### config.mk
export PLATFORM = sky130hd
export DESIGN_NAME = approx_mult_pipe
export DESIGN_NICKNAME = d
export VERILOG_FILES = /design/src/rtl/approx_mult_pkg.sv /design/src/rtl/approx_pp_core.sv /design/src/rtl/approx_mult_pipe.sv
export SDC_FILE = /design/constraint.sdc
export NUM_CORES = 1
export LEC_CHECK = 0
export CAP_MARGIN = 5
export CORE_ASPECT_RATIO = 0.7
export CORE_UTILIZATION = 55
export CTS_CLUSTER_SIZE = 12
export DETAILED_ROUTE_END_ITERATION = 7
export PLACE_DENSITY = 0.76
export SYNTH_ARGS = -nofsm -noshare
export SYNTH_HDL_FRONTEND = slang
export SYNTH_SLANG_ARGS = --single-unit
### constraint.sdc
create_clock -name clk -period 10.3 [get_ports clk]
set_clock_uncertainty 0.15 [all_clocks]
set_input_delay 2.575 -clock clk [delete_from_list [all_inputs] [get_ports clk]]
set_output_delay 2.575 -clock clk [all_outputs]
set_load 0.005 [all_outputs]
### src/rtl/approx_mult_pkg.sv
// ---------------------------------------------------------------------------
// approx_mult_pkg
// Shared definitions for the pipelined approximate multiplier:
//   - MODE_APPROX / MODE_EXACT : encoding of the per-operand mode bit
//   - SKIP_CNT_W               : width of the zero-skip counter
//   - max_err()                : largest possible (exact - approx) difference
//                                for a given operand width and number of
//                                carry-free columns
// ---------------------------------------------------------------------------
package approx_mult_pkg;

    localparam logic MODE_APPROX = 1'b0;
    localparam logic MODE_EXACT  = 1'b1;

    localparam int SKIP_CNT_W = 16;

    // Column k of a WxW product holds min(k+1, 2W-1-k) partial products. The
    // XOR keeps the parity of that count, so the value lost in the column is
    // the count rounded down to even, weighted by 2^k. The worst case is the
    // all-ones operand pair, where every partial product is 1.
    function automatic int max_err(input int width, input int approx_cols);
        int err;
        int cnt;
        err = 0;
        for (int k = 0; k < approx_cols; k++) begin
            cnt = (k + 1 < 2 * width - 1 - k) ? k + 1 : 2 * width - 1 - k;
            err = err + ((cnt - (cnt % 2)) << k);
        end
        return err;
    endfunction

endpackage

### src/rtl/approx_pp_core.sv
// ---------------------------------------------------------------------------
// approx_pp_core
// Combinational partial-product multiplier core. The low APPROX_COLS product
// columns are formed carry-free (XOR of the column's partial products); all
// higher columns are summed exactly. exact=1 (or APPROX_COLS=0) returns a*b.
//
// Ports:
//   a      in  [WIDTH-1:0]    multiplicand, unsigned
//   b      in  [WIDTH-1:0]    multiplier, unsigned
//   exact  in                 1 = fully exact product
//   y      out [2*WIDTH-1:0]  product
// ---------------------------------------------------------------------------
module approx_pp_core #(
    parameter int WIDTH       = 8,
    parameter int APPROX_COLS = 3
) (
    input  logic [WIDTH-1:0]   a,
    input  logic [WIDTH-1:0]   b,
    input  logic               exact,
    output logic [2*WIDTH-1:0] y
);

    localparam int PW = 2 * WIDTH;

    logic [PW-1:0] hi_sum;   // exact sum of partial products in upper columns
    logic [PW-1:0] lo_par;   // per-column parity of the low columns
    logic [PW-1:0] y_exact;

    // NOTE: every always_comb output gets a default before any conditional
    // update, so no path leaves a value unassigned and no latch is inferred.
    always_comb begin
        hi_sum = '0;
        lo_par = '0;
        for (int i = 0; i < WIDTH; i++) begin
            for (int j = 0; j < WIDTH; j++) begin
                if (i + j < APPROX_COLS) begin
                    lo_par = lo_par ^ (PW'(a[i] & b[j]) << (i + j));
                end else begin
                    hi_sum = hi_sum + (PW'(a[i] & b[j]) << (i + j));
                end
            end
        end
        y_exact = PW'(a) * PW'(b);
    end

    // hi_sum is a multiple of 2^APPROX_COLS and lo_par lies below it, so OR
    // concatenates the two fields without any carry between them.
    assign y = (exact || (APPROX_COLS == 0)) ? y_exact : (hi_sum | lo_par);

endmodule

### src/rtl/approx_mult_pipe.sv
// ---------------------------------------------------------------------------
// approx_mult_pipe
// Two-stage valid/ready pipelined approximate multiplier.
//   S1: operand registers (a, b, mode), loaded only on in_fire.
//   S2: product register, loaded from approx_pp_core when S1 advances.
// Registers load only on handshake so synthesis can map them to enable-based
// clock gating.
//
// Build option: define APPROX_MULT_ZERO_SKIP_EN to skip loading the product
// register when an operand is zero (a registered zero flag forces out_y=0) and
// to expose skip_cnt. out_y and valid timing are identical in both builds.
//
// Ports:
//   clk         in                 rising-edge clock
//   rst         in                 asynchronous active-high reset
//   in_valid    in                 operand pair valid
//   in_ready    out                pipeline accepts operands this cycle
//   in_a, in_b  in  [WIDTH-1:0]    unsigned operands
//   mode_exact  in                 1 = exact product for this pair
//   out_valid   out                product valid
//   out_ready   in                 consumer accepts product
//   out_y       out [2*WIDTH-1:0]  product
//   skip_cnt    out [15:0]         zero-operand advances, saturating
//                                  (only with APPROX_MULT_ZERO_SKIP_EN)
// ---------------------------------------------------------------------------
module approx_mult_pipe
    import approx_mult_pkg::*;
#(
    parameter int WIDTH       = 8,
    parameter int APPROX_COLS = 3
) (
    input  logic                  clk,
    input  logic                  rst,
    input  logic                  in_valid,
    output logic                  in_ready,
    input  logic [WIDTH-1:0]      in_a,
    input  logic [WIDTH-1:0]      in_b,
    input  logic                  mode_exact,
    output logic                  out_valid,
    input  logic                  out_ready,
    output logic [2*WIDTH-1:0]    out_y
`ifdef APPROX_MULT_ZERO_SKIP_EN
    ,
    output logic [SKIP_CNT_W-1:0] skip_cnt
`endif
);

    localparam int PW = 2 * WIDTH;

    logic             s1_v_q, s1_v_d;
    logic             s2_v_q, s2_v_d;
    logic [WIDTH-1:0] a_q, b_q;
    logic             mode_q;
    logic [PW-1:0]    prod_q;
    logic [PW-1:0]    core_y;

    logic in_fire;
    logic out_fire;
    logic s1_adv;

    // ------------------------------------------------------------------
    // Handshake and stage-valid next state
    // ------------------------------------------------------------------
    always_comb begin
        in_ready = !rst && (!s1_v_q || !s2_v_q || out_ready);
        in_fire  = in_valid && in_ready;
        out_fire = s2_v_q && out_ready;
        s1_adv   = s1_v_q && (!s2_v_q || out_ready);

        // A new operand refills S1 in the same cycle it drains.
        s1_v_d = s1_v_q;
        if (in_fire) begin
            s1_v_d = 1'b1;
        end else if (s1_adv) begin
            s1_v_d = 1'b0;
        end

        // An advancing S1 replaces the product being consumed.
        s2_v_d = s2_v_q;
        if (s1_adv) begin
            s2_v_d = 1'b1;
        end else if (out_fire) begin
            s2_v_d = 1'b0;
        end
    end

    // ------------------------------------------------------------------
    // Stage 1: operand registers
    // ------------------------------------------------------------------
    // NOTE: sequential state uses non-blocking assignments so every register
    // samples pre-edge values regardless of process evaluation order.
    // NOTE: data registers are reset as well as the valid flags, so out_y
    // reads zero during and after reset rather than stale operands.
    always_ff @(posedge clk or posedge rst) begin
        if (rst) begin
            s1_v_q <= 1'b0;
            a_q    <= '0;
            b_q    <= '0;
            mode_q <= MODE_APPROX;
        end else begin
            s1_v_q <= s1_v_d;
            if (in_fire) begin
                a_q    <= in_a;
                b_q    <= in_b;
                mode_q <= mode_exact;
            end
        end
    end

    // ------------------------------------------------------------------
    // Multiplier core between S1 and S2
    // ------------------------------------------------------------------
    approx_pp_core #(
        .WIDTH       (WIDTH),
        .APPROX_COLS (APPROX_COLS)
    ) u_core (
        .a     (a_q),
        .b     (b_q),
        .exact (mode_q == MODE_EXACT),
        .y     (core_y)
    );

    // ------------------------------------------------------------------
    // Stage 2: product register
    // ------------------------------------------------------------------
`ifdef APPROX_MULT_ZERO_SKIP_EN
    logic                  s1_zero;
    logic                  zero_q;
    logic [SKIP_CNT_W-1:0] skip_cnt_q;

    assign s1_zero = (a_q == '0) || (b_q == '0);

    always_ff @(posedge clk or posedge rst) begin
        if (rst) begin
            s2_v_q     <= 1'b0;
            prod_q     <= '0;
            zero_q     <= 1'b0;
            skip_cnt_q <= '0;
        end else begin
            s2_v_q <= s2_v_d;
            if (s1_adv) begin
                zero_q <= s1_zero;
                // A zero operand leaves the product register untouched;
                // zero_q masks its stale contents at the output.
                if (!s1_zero) begin
                    prod_q <= core_y;
                end
                if (s1_zero && (skip_cnt_q != '1)) begin
                    skip_cnt_q <= skip_cnt_q + 1'b1;
                end
            end
        end
    end

    assign out_y    = zero_q ? '0 : prod_q;
    assign skip_cnt = skip_cnt_q;
`else
    always_ff @(posedge clk or posedge rst) begin
        if (rst) begin
            s2_v_q <= 1'b0;
            prod_q <= '0;
        end else begin
            s2_v_q <= s2_v_d;
            if (s1_adv) begin
                prod_q <= core_y;
            end
        end
    end

    assign out_y = prod_q;
`endif

    assign out_valid = s2_v_q;

endmodule

# Yosys cells after proc, flatten, opt, wreduce, memory -nomap -nowiden
# Cells that the tools add are included.
word_totals:
  reg_bits: 35
  in_bits: 21
  output_inout_bits: 18
  wordCells: 151
classes:
  n_addsub: 57
  mul: 1
  mux: 5
  bitwise: 70
  n_reduce_logical: 12
ops:
  columns: ["operator", "count"]
  rows:
  - ["$add 16x16->16", 40]
  - ["$xor 16x16->16", 5]
  - ["$and 1x1->1", 64]
  - ["$add 16x12->16", 3]
  - ["$add 16x13->16", 3]
  - ["$add 16x10->16", 2]
  - ["$add 16x11->16", 2]
  - ["$add 16x14->16", 2]
  - ["$add 16x7->16", 2]
  - ["$add 16x9->16", 2]
  - ["$add 16x8->16", 1]
  - ["$mul 8x8->16", 1]
  - ["$mux 16", 1]
  - ["$or 16x16->16", 1]
  - ["$logic_and 1x1->1", 4]
  - ["$mux 1", 4]
  - ["$reduce_bool 2->1", 2]
  - ["$logic_not 1->1", 3]
  - ["$logic_or 1x1->1", 3]

# Longest topological paths before layout
depth:
  word_depth: 60
  depth_mapped: 18
  depth_no_buf: 17

# Modules after synthesis
# Synthesis repeated with hierarchy kept, for this count alone.
hier_totals:
  cells_unflattened: 501
  area_unflattened_um2: 5103.6
by_module_without_submodules:
  columns: ["mod", "n_inst", "cells_per_inst", "area_per_inst_um2", "seq_area_each_um2"]
  rows:
  - ["approx_pp_core", 1, 422, 3716.1, 0.0]
  - ["approx_mult_pipe", 1, 79, 1387.6, 875.8]

# Worst setup path before layout
# No wires, ideal clock.
synth_timing:
  path_type: "in2out"
  start: "in out_ready"
  end: "out in_ready"
  t_arrival_ns: 2.802
  required_time_ns: 7.575
  slack_ns: 4.773
  path_stages: 2
  n_path_buf: 0
  path_cell_list: "nor2b_1 a21oi_1"
synth_between:
  elab_chain_len: 2
synth_lines:
  columns: ["item", "line", "source"]
  rows:
  - ["from (decl)", "approx_mult_pipe.sv:40", "input logic out_ready,"]
  - ["$logic_or 1x1->1", "approx_mult_pipe.sv:65", "in_ready = !rst && (!s1_v_q || !s2_v_q || out_ready);"]
  - ["$logic_and 1x1->1", "approx_mult_pipe.sv:65", null]
  - ["to (decl)", "approx_mult_pipe.sv:35", "output logic in_ready,"]
# No other way between the ends.

# Worst setup path after layout
# Ends and elaborated chain as after synthesis.

==> flow_metrics.env <==
export IMPL_status="finished clean"
export IMPL_tritoncts_num_buffers=5
export IMPL_place_gp_congestion=0.8701
export IMPL_timing_worst_slew_pin_value_ps=912.4
export IMPL_unrepaired_setup_endpoints_after_global_routing="false"
export IMPL_ant_nets=0
export IMPL_core_area_mm2=0.008618
export IMPL_finalCritPeriodShare=0.6386
export IMPL_fp_dieW_um=115.6
export IMPL_avgViaCountPerCell=5.342
export IMPL_synth_yosys_seq_area_share=0.1762
export IMPL_insertion_delay_ps=290
export IMPL_synth_area_leaders="fa_1, dfrtp_1, ha_1"
export IMPL_n_antenna_cell=0
export IMPL_final_layout_size_suffix_gt1_frac=0.05841
export IMPL_final_core_utilization=0.6551
export IMPL_number_of_gates_resized_after_cts=0
export IMPL_drc_violations=0
export IMPL_detailroute_via_count=3659
export IMPL_hold_violations=0
export IMPL_clock_pin_slew_of_the_registers_on_the_worst_case_setup_and_hold_paths_ps=50
export IMPL_finalSetupViolCount=0
export IMPL_first_global_vias=3811
export IMPL_slew_viol_final=0
export IMPL_cts_setup_buffers=0
export IMPL_timing_final_crit_period_ps=6577
export IMPL_filler_cell_count=728
export IMPL_synthesis_nets=674
export IMPL_clockBufferDepth=2
export IMPL_netlist_top_cell_by_area="fa_1"
export IMPL_antenna_found_initial=0
export IMPL_layout_nets=712
export IMPL_startpoint_type="primary input"
export IMPL_timing_slew_headroom=0.3917
export IMPL_yosysMostFrequentCell="inv_1"
export IMPL_placement_rows=28
export IMPL_synth_area_mm2=0.004971
export IMPL_syn_instance_count=526
export IMPL_ys_types=50
export IMPL_area_growth_synth_to_final_pct=13.57
export IMPL_clockRootBuffer="clkbuf_16"
export IMPL_synth_area_per_cell_um2=9.451
export IMPL_setup_tns_ps=0
export IMPL_tritoncts_num_sinks=35
export IMPL_final_critical_path_setup_slack_ps=3723
export IMPL_yosysTopAreaCellShare=0.2779
export IMPL_drt_pre_antenna_iters=5
export IMPL_worst_path_max_fanout=2
export IMPL_dominantRegCellSynth="dfrtp_1"
export IMPL_worstPathRequired_ps=7580
export IMPL_cp_end_kind="output pin"
export IMPL_grt_start_max_net_pins=36
export IMPL_synth_top_cells_by_count="inv_1, fa_1, ha_1"
export IMPL_postCtsHoldBufs=0
export IMPL_seqCellArea_um2=875.8
export IMPL_synth_enable_flop_cells=0
export IMPL_grt_first_pass_wirelength_um=17680
export IMPL_ios=39
export IMPL_detail_route_wirelength_um=10820
export IMPL_worstHoldPathType="reg2reg"
export IMPL_grt_usage=0.2488
export IMPL_arrival_ps=3850
export IMPL_avgRoutedWirePerCell_um=15.80
export IMPL_critPathKind="in2out"
export IMPL_max_freq_mhz=152.0
export IMPL_dp_hpwl_um=8959
export IMPL_yosys_warnings=0
export IMPL_cts_max_level=2
export IMPL_multi_input_area_mm2=0.003608
export IMPL_start_util=0.5768
export IMPL_synth_seq_cells=35
export IMPL_cts_tree="done"
export IMPL_reported_max_cap_violation_count=0
export IMPL_detailed_router_s_first_iteration_violation_count=227
export IMPL_floorplan_die_area_mm2=0.009428
export IMPL_die_height_um=81.54
export IMPL_async_reset_ff_frac=1.000
export IMPL_placement_stage_worst_setup_slack_ps=3725
export IMPL_number_of_input_and_output_port_buffers_inserted=38
export IMPL_global_route_overflow_total=0
==> final cells by class <==
cell class / instances / area share
clock inverters: 3 / 0.007757
inverters: 121 / 0.08045
well taps: 120 / 0.02660
multi-input cells: 362 / 0.6392
flip-flops and latches: 35 / 0.1551
repair buffers: 39 / 0.06871
clock buffers: 5 / 0.02216
==> metrics by stage <==
stage	area, um^2	std cells	hold slack [ps]
5_1_grt	5645	685	358.4
2_1_floorplan	4971	526	312.8
3_3_place_gp	5477	677	307.1
4_1_cts	5645	685	335.1
3_5_place_dp	5477	677	322.8
6_report	5645	685	324.7
==> metal layers <==
metal	vias to the layer above	GRT usage	routed length, um
met5	-	0	0
met4	0	0.05897	127
met3	14	0.04649	654
met2	101	0.4341	5257
met1	1800	0.3245	4782
li1	1744	-	-
==> flip-flops by register name, summed over array words and instances (netlist names) <==
signal / cells
b_q: 8
a_q: 8
out_valid: 1
s1_v_q: 1
out_y: 16
mode_q: 1
==> critical path, cell delays in order <==
cell and delay (ps):
clkdlybuf4s50_1 460, nor2b_1 60, a21oi_1 210, clkdlybuf4s50_1 540
==> worst paths after layout <==
path | start | end | slack (ps) | cells past startpoint
worst max-delay path | out_ready | in_ready | 3720 | 4
worst min-delay path | out_y[7] | out_y[7] | 320 | 2
worst max register to register | b_q[4] | out_y[13] | 5240 | 17
worst min register to register | out_y[7] | out_y[7] | 320 | 2
max in group asynchronous | rst | out_y[0] | 7050 | 3
min in group asynchronous | rst | b_q[3] | 2610 | 3
==> logic make-up after synthesis <==
family                   after synthesis  share of synthesized area
flip-flops                            35                     0.1762
AND/OR/NAND/NOR                      133                     0.1374
adder cells (fa/ha/maj)              127                     0.4239
buffers and inverters                129                    0.09791
XOR/XNOR                              16                    0.02819
AO/OA/AOI/OAI                         63                    0.08583
multiplexers                          23                    0.05059
==> layout by cell type, fill, tap and decap left out, types with 2 or more instances in the layout <==
master | netlist | layout
a21o_1 | 2 | 2
a21oi_1 | 14 | 14
a221o_1 | 2 | 2
a31oi_1 | 3 | 3
and2_1 | 43 | 43
clkbuf_16 | 0 | 5
clkdlybuf4s50_1 | 0 | 38
dfrtp_1 | 35 | 35
fa_1 | 69 | 69
ha_1 | 58 | 58
inv_1 | 121 | 121
mux2_2 | 17 | 17
mux2i_1 | 6 | 6
nand2_1 | 46 | 46
nand2b_1 | 6 | 6
nand3_1 | 5 | 5
nand3b_1 | 2 | 2
nor2_1 | 12 | 12
nor2b_1 | 6 | 6
nor3_1 | 6 | 6
nor4_1 | 2 | 2
o211ai_1 | 3 | 3
o21a_1 | 3 | 3
o21ai_0 | 15 | 15
o21ai_1 | 3 | 3
o31a_1 | 2 | 2
xnor2_1 | 9 | 9
xor2_1 | 7 | 7
Power is not shown: default switching activity piles up to over one toggle a cycle in this logic, so the estimate is an artifact.
